## config.mk

```make
export PLATFORM = sky130hd
export DESIGN_NAME = median_wakeup_ctrl
export DESIGN_NICKNAME = d
export VERILOG_FILES = /design/src/rtl/median_pkg.sv /design/src/rtl/wake_hysteresis.sv /design/src/rtl/median_wakeup_ctrl.sv
export SDC_FILE = /design/constraint.sdc
export NUM_CORES = 1
export LEC_CHECK = 0
export CORE_MARGIN = 2
export CORE_UTILIZATION = 41
export DETAILED_ROUTE_END_ITERATION = 12
export PLACE_DENSITY = 0.67
export SKIP_CTS_REPAIR_TIMING = 1
export SLEW_MARGIN = 25
export SYNTH_ARGS = -nofsm -noshare
export SYNTH_HDL_FRONTEND = slang
export SYNTH_SLANG_ARGS = --single-unit
export TNS_END_PERCENT = 10
```

## constraint.sdc

```tcl
create_clock -name clk -period 5.6 [get_ports clk]
set_input_delay 0.56 -clock clk [delete_from_list [all_inputs] [get_ports clk]]
set_output_delay 0.56 -clock clk [all_outputs]
set_load 0.02 [all_outputs]
```

## src/rtl/median_pkg.sv

```systemverilog
`default_nettype none
// +----------------------------------------------------------------------------+
// | Package     : median_pkg                                                   |
// | Description : Shared state encoding and parameter defaults for the median |
// |               wake-up controller.                                          |
// | Revision    : 1.0                                                          |
// +----------------------------------------------------------------------------+
package median_pkg;

    localparam int c_WIN_COLS  = 80;
    localparam int c_WIN_ROWS  = 60;
    localparam int c_CNT_W     = 13;
    localparam int c_PERSIST_W = 4;

    typedef enum logic [1:0] {
        ST_IDLE  = 2'd0,
        ST_COUNT = 2'd1,
        ST_EVAL  = 2'd2
    } state_t;

endpackage : median_pkg
`default_nettype wire

```

## src/rtl/wake_hysteresis.sv

```systemverilog
`default_nettype none
// +----------------------------------------------------------------------------+
// | Module      : wake_hysteresis                                              |
// | Description : Frame-count streak tracking with high/low thresholds and a   |
// |               persistence requirement driving a registered wake request.  |
// | Revision    : 1.0                                                          |
// +----------------------------------------------------------------------------+
module wake_hysteresis #(
    parameter int CNT_W     = 13,
    parameter int PERSIST_W = 4
) (
    input  logic                 clk,
    input  logic                 reset,
    input  logic [CNT_W-1:0]     count,
    input  logic [CNT_W-1:0]     thresholdHigh,
    input  logic [CNT_W-1:0]     thresholdLow,
    input  logic [PERSIST_W-1:0] persist,
    input  logic                 evaluate,
    input  logic                 clear,
    output logic                 wakeUp
);

    localparam logic [PERSIST_W-1:0] c_STREAK_MAX = '1;

    logic [PERSIST_W-1:0] r_riseStreak;
    logic [PERSIST_W-1:0] r_fallStreak;
    logic                 r_wakeUp;
    logic [PERSIST_W-1:0] w_need;
    logic [PERSIST_W-1:0] w_riseInc;
    logic [PERSIST_W-1:0] w_fallInc;

    // A persistence of zero behaves like one frame.
    assign w_need    = (persist == '0) ? PERSIST_W'(1) : persist;
    assign w_riseInc = (r_riseStreak == c_STREAK_MAX) ? r_riseStreak : r_riseStreak + PERSIST_W'(1);
    assign w_fallInc = (r_fallStreak == c_STREAK_MAX) ? r_fallStreak : r_fallStreak + PERSIST_W'(1);

    always_ff @(posedge clk) begin
        if (!reset || clear) begin
            r_riseStreak <= '0;
            r_fallStreak <= '0;
            r_wakeUp     <= 1'b0;
        end else if (evaluate) begin
            if (!r_wakeUp) begin
                r_fallStreak <= '0;
                if (count > thresholdHigh) begin
                    if (w_riseInc >= w_need) begin
                        r_wakeUp     <= 1'b1;
                        r_riseStreak <= '0;
                    end else begin
                        r_riseStreak <= w_riseInc;
                    end
                end else begin
                    r_riseStreak <= '0;
                end
            end else begin
                r_riseStreak <= '0;
                if (count < thresholdLow) begin
                    if (w_fallInc >= w_need) begin
                        r_wakeUp     <= 1'b0;
                        r_fallStreak <= '0;
                    end else begin
                        r_fallStreak <= w_fallInc;
                    end
                end else begin
                    r_fallStreak <= '0;
                end
            end
        end
    end

    assign wakeUp = r_wakeUp;

endmodule : wake_hysteresis
`default_nettype wire

```

## src/rtl/median_wakeup_ctrl.sv

```systemverilog
`default_nettype none
// +----------------------------------------------------------------------------+
// | Module      : median_wakeup_ctrl                                           |
// | Description : Accepts per-window median bits, writes the median map,       |
// |               counts active windows per frame and raises a wake request.  |
// | Revision    : 1.0                                                          |
// +----------------------------------------------------------------------------+
module median_wakeup_ctrl
    import median_pkg::*;
#(
    parameter int WIN_COLS  = c_WIN_COLS,
    parameter int WIN_ROWS  = c_WIN_ROWS,
    parameter int CNT_W     = c_CNT_W,
    parameter int PERSIST_W = c_PERSIST_W
) (
    input  logic                 clk,
    input  logic                 reset,
    input  logic                 start,
    input  logic                 winValid,
    input  logic                 winMedian,
    output logic                 winReady,
    input  logic [CNT_W-1:0]     thresholdHigh,
    input  logic [CNT_W-1:0]     thresholdLow,
    input  logic [PERSIST_W-1:0] persistFrames,
    output logic [7:0]           xWinAddr,
    output logic [7:0]           yWinAddr,
    output logic                 medianWrEn,
    output logic                 medianWrData,
    output logic [CNT_W-1:0]     activeCount,
    output logic                 frameDone,
    output logic                 wakeUp
);

    localparam logic [7:0] c_LAST_X = 8'(WIN_COLS - 1);
    localparam logic [7:0] c_LAST_Y = 8'(WIN_ROWS - 1);

    generate
        if (CNT_W < $clog2(WIN_COLS * WIN_ROWS + 1)) begin : g_cnt_w_check
            $error("CNT_W too narrow for WIN_COLS*WIN_ROWS");
        end
        if (WIN_COLS < 1 || WIN_COLS > 256 || WIN_ROWS < 1 || WIN_ROWS > 256) begin : g_addr_check
            $error("WIN_COLS/WIN_ROWS must fit 8-bit window addresses");
        end
    endgenerate

    state_t           r_state;
    state_t           w_nextState;
    logic [7:0]       r_xCnt;
    logic [7:0]       r_yCnt;
    logic [CNT_W-1:0] r_runCount;
    logic [CNT_W-1:0] r_activeCount;
    logic             r_frameDone;
    logic             w_accept;
    logic             w_lastWin;
    logic             w_evalStrobe;

    assign winReady     = (r_state == ST_COUNT);
    assign w_accept     = winValid & winReady;
    assign w_lastWin    = (r_xCnt == c_LAST_X) && (r_yCnt == c_LAST_Y);
    assign w_evalStrobe = (r_state == ST_EVAL) && start;

    assign medianWrEn   = w_accept;
    assign medianWrData = winMedian;
    assign xWinAddr     = r_xCnt;
    assign yWinAddr     = r_yCnt;
    assign activeCount  = r_activeCount;
    assign frameDone    = r_frameDone;

    always_ff @(posedge clk) begin
        if (!reset) begin
            r_state <= ST_IDLE;
        end else begin
            r_state <= w_nextState;
        end
    end

    always_comb begin
        w_nextState = r_state;
        case (r_state)
            ST_IDLE:  w_nextState = ST_COUNT;
            ST_COUNT: if (w_accept && w_lastWin) w_nextState = ST_EVAL;
            ST_EVAL:  w_nextState = ST_COUNT;
            default:  w_nextState = ST_IDLE;
        endcase
        if (!start) begin
            w_nextState = ST_IDLE;
        end
    end

    // Dropping start abandons the frame but keeps the last completed count.
    always_ff @(posedge clk) begin
        if (!reset) begin
            r_xCnt        <= '0;
            r_yCnt        <= '0;
            r_runCount    <= '0;
            r_activeCount <= '0;
            r_frameDone   <= 1'b0;
        end else if (!start) begin
            r_xCnt      <= '0;
            r_yCnt      <= '0;
            r_runCount  <= '0;
            r_frameDone <= 1'b0;
        end else begin
            r_frameDone <= 1'b0;
            if (w_accept) begin
                r_runCount <= r_runCount + {{(CNT_W-1){1'b0}}, winMedian};
                if (r_xCnt == c_LAST_X) begin
                    r_xCnt <= '0;
                    r_yCnt <= (r_yCnt == c_LAST_Y) ? 8'd0 : r_yCnt + 8'd1;
                end else begin
                    r_xCnt <= r_xCnt + 8'd1;
                end
            end
            if (r_state == ST_EVAL) begin
                r_activeCount <= r_runCount;
                r_frameDone   <= 1'b1;
                r_runCount    <= '0;
            end
        end
    end

    wake_hysteresis #(
        .CNT_W     (CNT_W),
        .PERSIST_W (PERSIST_W)
    ) u_wake_hysteresis (
        .clk           (clk),
        .reset         (reset),
        .count         (r_runCount),
        .thresholdHigh (thresholdHigh),
        .thresholdLow  (thresholdLow),
        .persist       (persistFrames),
        .evaluate      (w_evalStrobe),
        .clear         (!start),
        .wakeUp        (wakeUp)
    );

endmodule : median_wakeup_ctrl
`default_nettype wire

```

==> results.ini <==
[global_routing]
grt_use_total_pct=17.6
pin_count_of_the_biggest_net_entering_global_routing=21
vias_in_the_first_global_route=2641
initial_antenna_violation_count=0
grt_overflow_total=0
grt_pass1_wl_um=12200

[sta]
worst-slew-pin-transition_ps=737
max_slew_margin_pct=50.9
post-route-worst-setup-slack_ps=2760
grt_setup_unrepaired=false
finalWorstPathRequiredPeriod_ps=2840
maximum_clock_skew_at_final_layout_ps=5.78
finalCritPeriodShare_pct=50.6
fin_setup_tns_ps=0
worst_hold_slack_ps=467
timing.final.hold_violations=0
setup_violations=0
fmax_mhz=353
drv_slew=0

[placed_design]
place.gp.congestion=0.799
placed_cells_incl_taps=528
dpl.hpwl_um=5350
pre_cts_ws_ps=2670
detailed_place.area_sq_um=3880
place.port_buffers=68

[job]
reported_max_cap_violation_count=0

[route]
drt-initial-drc-count=106
drt_pass1_iterations=4
top_layer=met4
m1WireLength_um=3380
drtAntennaViolNets=0
drt_wl_total_um=6980
wl_per_cell_um=13.1
via_per_instance_ratio=5.04
drcViolationCount=0
detailroute.via_count=2690
route.met3.wl_um=435
wl_met2_um=3150

[synthesis]
postSynthRegisterBits=54
yosys.cell_types.count=55
synth_enable_flop_cells=0
post_synth_main_area_contributors=sky130_fd_sc_hd__dfxtp_1 (34%), sky130_fd_sc_hd__ha_1 (15%), sky130_fd_sc_hd__nand2_1 (6.1%)
synth_area_sq_um=3130
yosysTopAreaCellShare_pct=34.5
synth_warnings=0
yosys-top-cells-count=sky130_fd_sc_hd__dfxtp_1 (54), sky130_fd_sc_hd__nand2_1 (51), sky130_fd_sc_hd__nor2_1 (40), sky130_fd_sc_hd__ha_1 (37), sky130_fd_sc_hd__inv_1 (32)
synthesis.nets=443
yosys.area.top_type=sky130_fd_sc_hd__dfxtp_1
post-synth-top-count-cell=sky130_fd_sc_hd__dfxtp_1
share_of_flip_flops_with_an_asynchronous_set_or_reset_after_synthesis_pct=0
synth.yosys.seq_area_share_pct=34.5
synth_flop_cell=sky130_fd_sc_hd__dfxtp_1
syn_inst=371
synthesis.area_per_instance_sq_um=8.45

[clock_tree]
clkSinkCount=54
worst_setup_hold_path_clk_slew_ps=80
cts_inserted_buffers=5
cts-htree-levels=2
clock_tree.root_cell=sky130_fd_sc_hd__clkbuf_8
clk-insertion-delay-late_ps=290
cts.path.max_buffers=2
cts_tree=done

[layout]
layout-drive-gt1-share_pct=4.37
final-instance-count-excl-fill=534
synthToLayoutAreaGrowth_pct=26.7
final_core_util_pct=54.2
layout.cell_area.non_filler_sq_um=3970
design.final.nets=508
antenna_fix_cells=0

[power]
pwr_density_cell_nw_per_um2=166
power.static_leakage_nw=1.60
max-vdd-ir-drop_mv=0.113
report.power.total_uw=660

[floorplan]
chipWidth_um=91.4
boundaryPins=69
die_area_sq_um=8360
core_area_sq_um=7330
initial_utilization_pct=42.8
die_y_um=91.4
placement_rows=31

[setup_path]
worstPathArrival_ps=2280
critPathKind=in -> out
critical_path.endpoint_type=output pin
worstSetupStartpointType=primary input
critical_path_required_ps=5040
critical_path_peak_fanout=12
reg2reg_slack_ps=2900

[min_path]
hold_path_class=reg -> reg

[outcome]
run_status=completed

kinds of logic (layout without fill, tap and decap cells):
family	count (synthesis)	in the layout	synth area share, %
DFF	54	54	34.5
adders and majority gates	38	38	15.1
buffers and inverters	42	106	5.55
xor gates and xnor gates	27	27	7.54
muxes	3	3	1.04
and+or+nand+nor	144	144	22.0
AOI/OAI and AO/OA	63	63	14.3
layout by cell type (no fill, tap or decap), drive strengths merged, types with 7 or more instances in the layout:
master and count:
xnor2 11, nor2 40, ha 37, clkdlybuf4s50 68, xor2 16, a21oi 12, nand3 16, a21boi 14
nand2 51, o21ai 9, nand4 7, inv 32, dfxtp 54
cell type report:
| type | instances | area [sq um] |
|---|---|---|
| inverter | 32 | 120 |
| clock buffer | 6 | 82.6 |
| multi-input combinational | 275 | 1880 |
| timing repair buffer | 68 | 681 |
| sequential | 54 | 1080 |
| fill | 674 | 3360 |
| tap | 99 | 124 |
state kept, by name, indices dropped and copies added, names as in the netlist:
signal and count:
activeCount 13, r_runCount 13, xWinAddr 8, yWinAddr 8, u_wake_hysteresis.r_fallStreak 4, u_wake_hysteresis.r_riseStreak 4, r_state 2, frameDone 1
u_wake_hysteresis.wakeUp 1
power breakdown:
group | internal (mW) | total, mW | switching [mW] | leakage, nW
clock | 0.0957 | 0.210 | 0.114 | 0.0431
combinational | 0.0359 | 0.0645 | 0.0286 | 1.13
sequential | 0.385 | 0.386 | 0.00145 | 0.435
total | 0.516 | 0.660 | 0.144 | 1.60
final timing paths:
kind,startpoint,endpoint,cells after the start
setup reg to reg,u_wake_hysteresis.r_fallStreak[0],u_wake_hysteresis.r_fallStreak[2],10
setup / recovery,winValid,medianWrEn,4
hold reg to reg,activeCount[10],activeCount[10],2
hold / removal,activeCount[10],activeCount[10],2
metal layers:
| layer | up-vias | track usage, % |
|---|---|---|
| met5 | - | 0 |
| met4 | 0 | 2.65 |
| met3 | 2 | 4.90 |
| met2 | 68 | 28.9 |
| met1 | 1219 | 23.4 |
| li1 | 1401 | - |
critical path: stages:
cell and delay [ps]:
sky130_fd_sc_hd__clkdlybuf4s50_1 470, sky130_fd_sc_hd__nand3b_1 220, sky130_fd_sc_hd__inv_1 350, sky130_fd_sc_hd__clkdlybuf4s50_1 680
No activity file was read; power rests on OpenSTA's default activity.
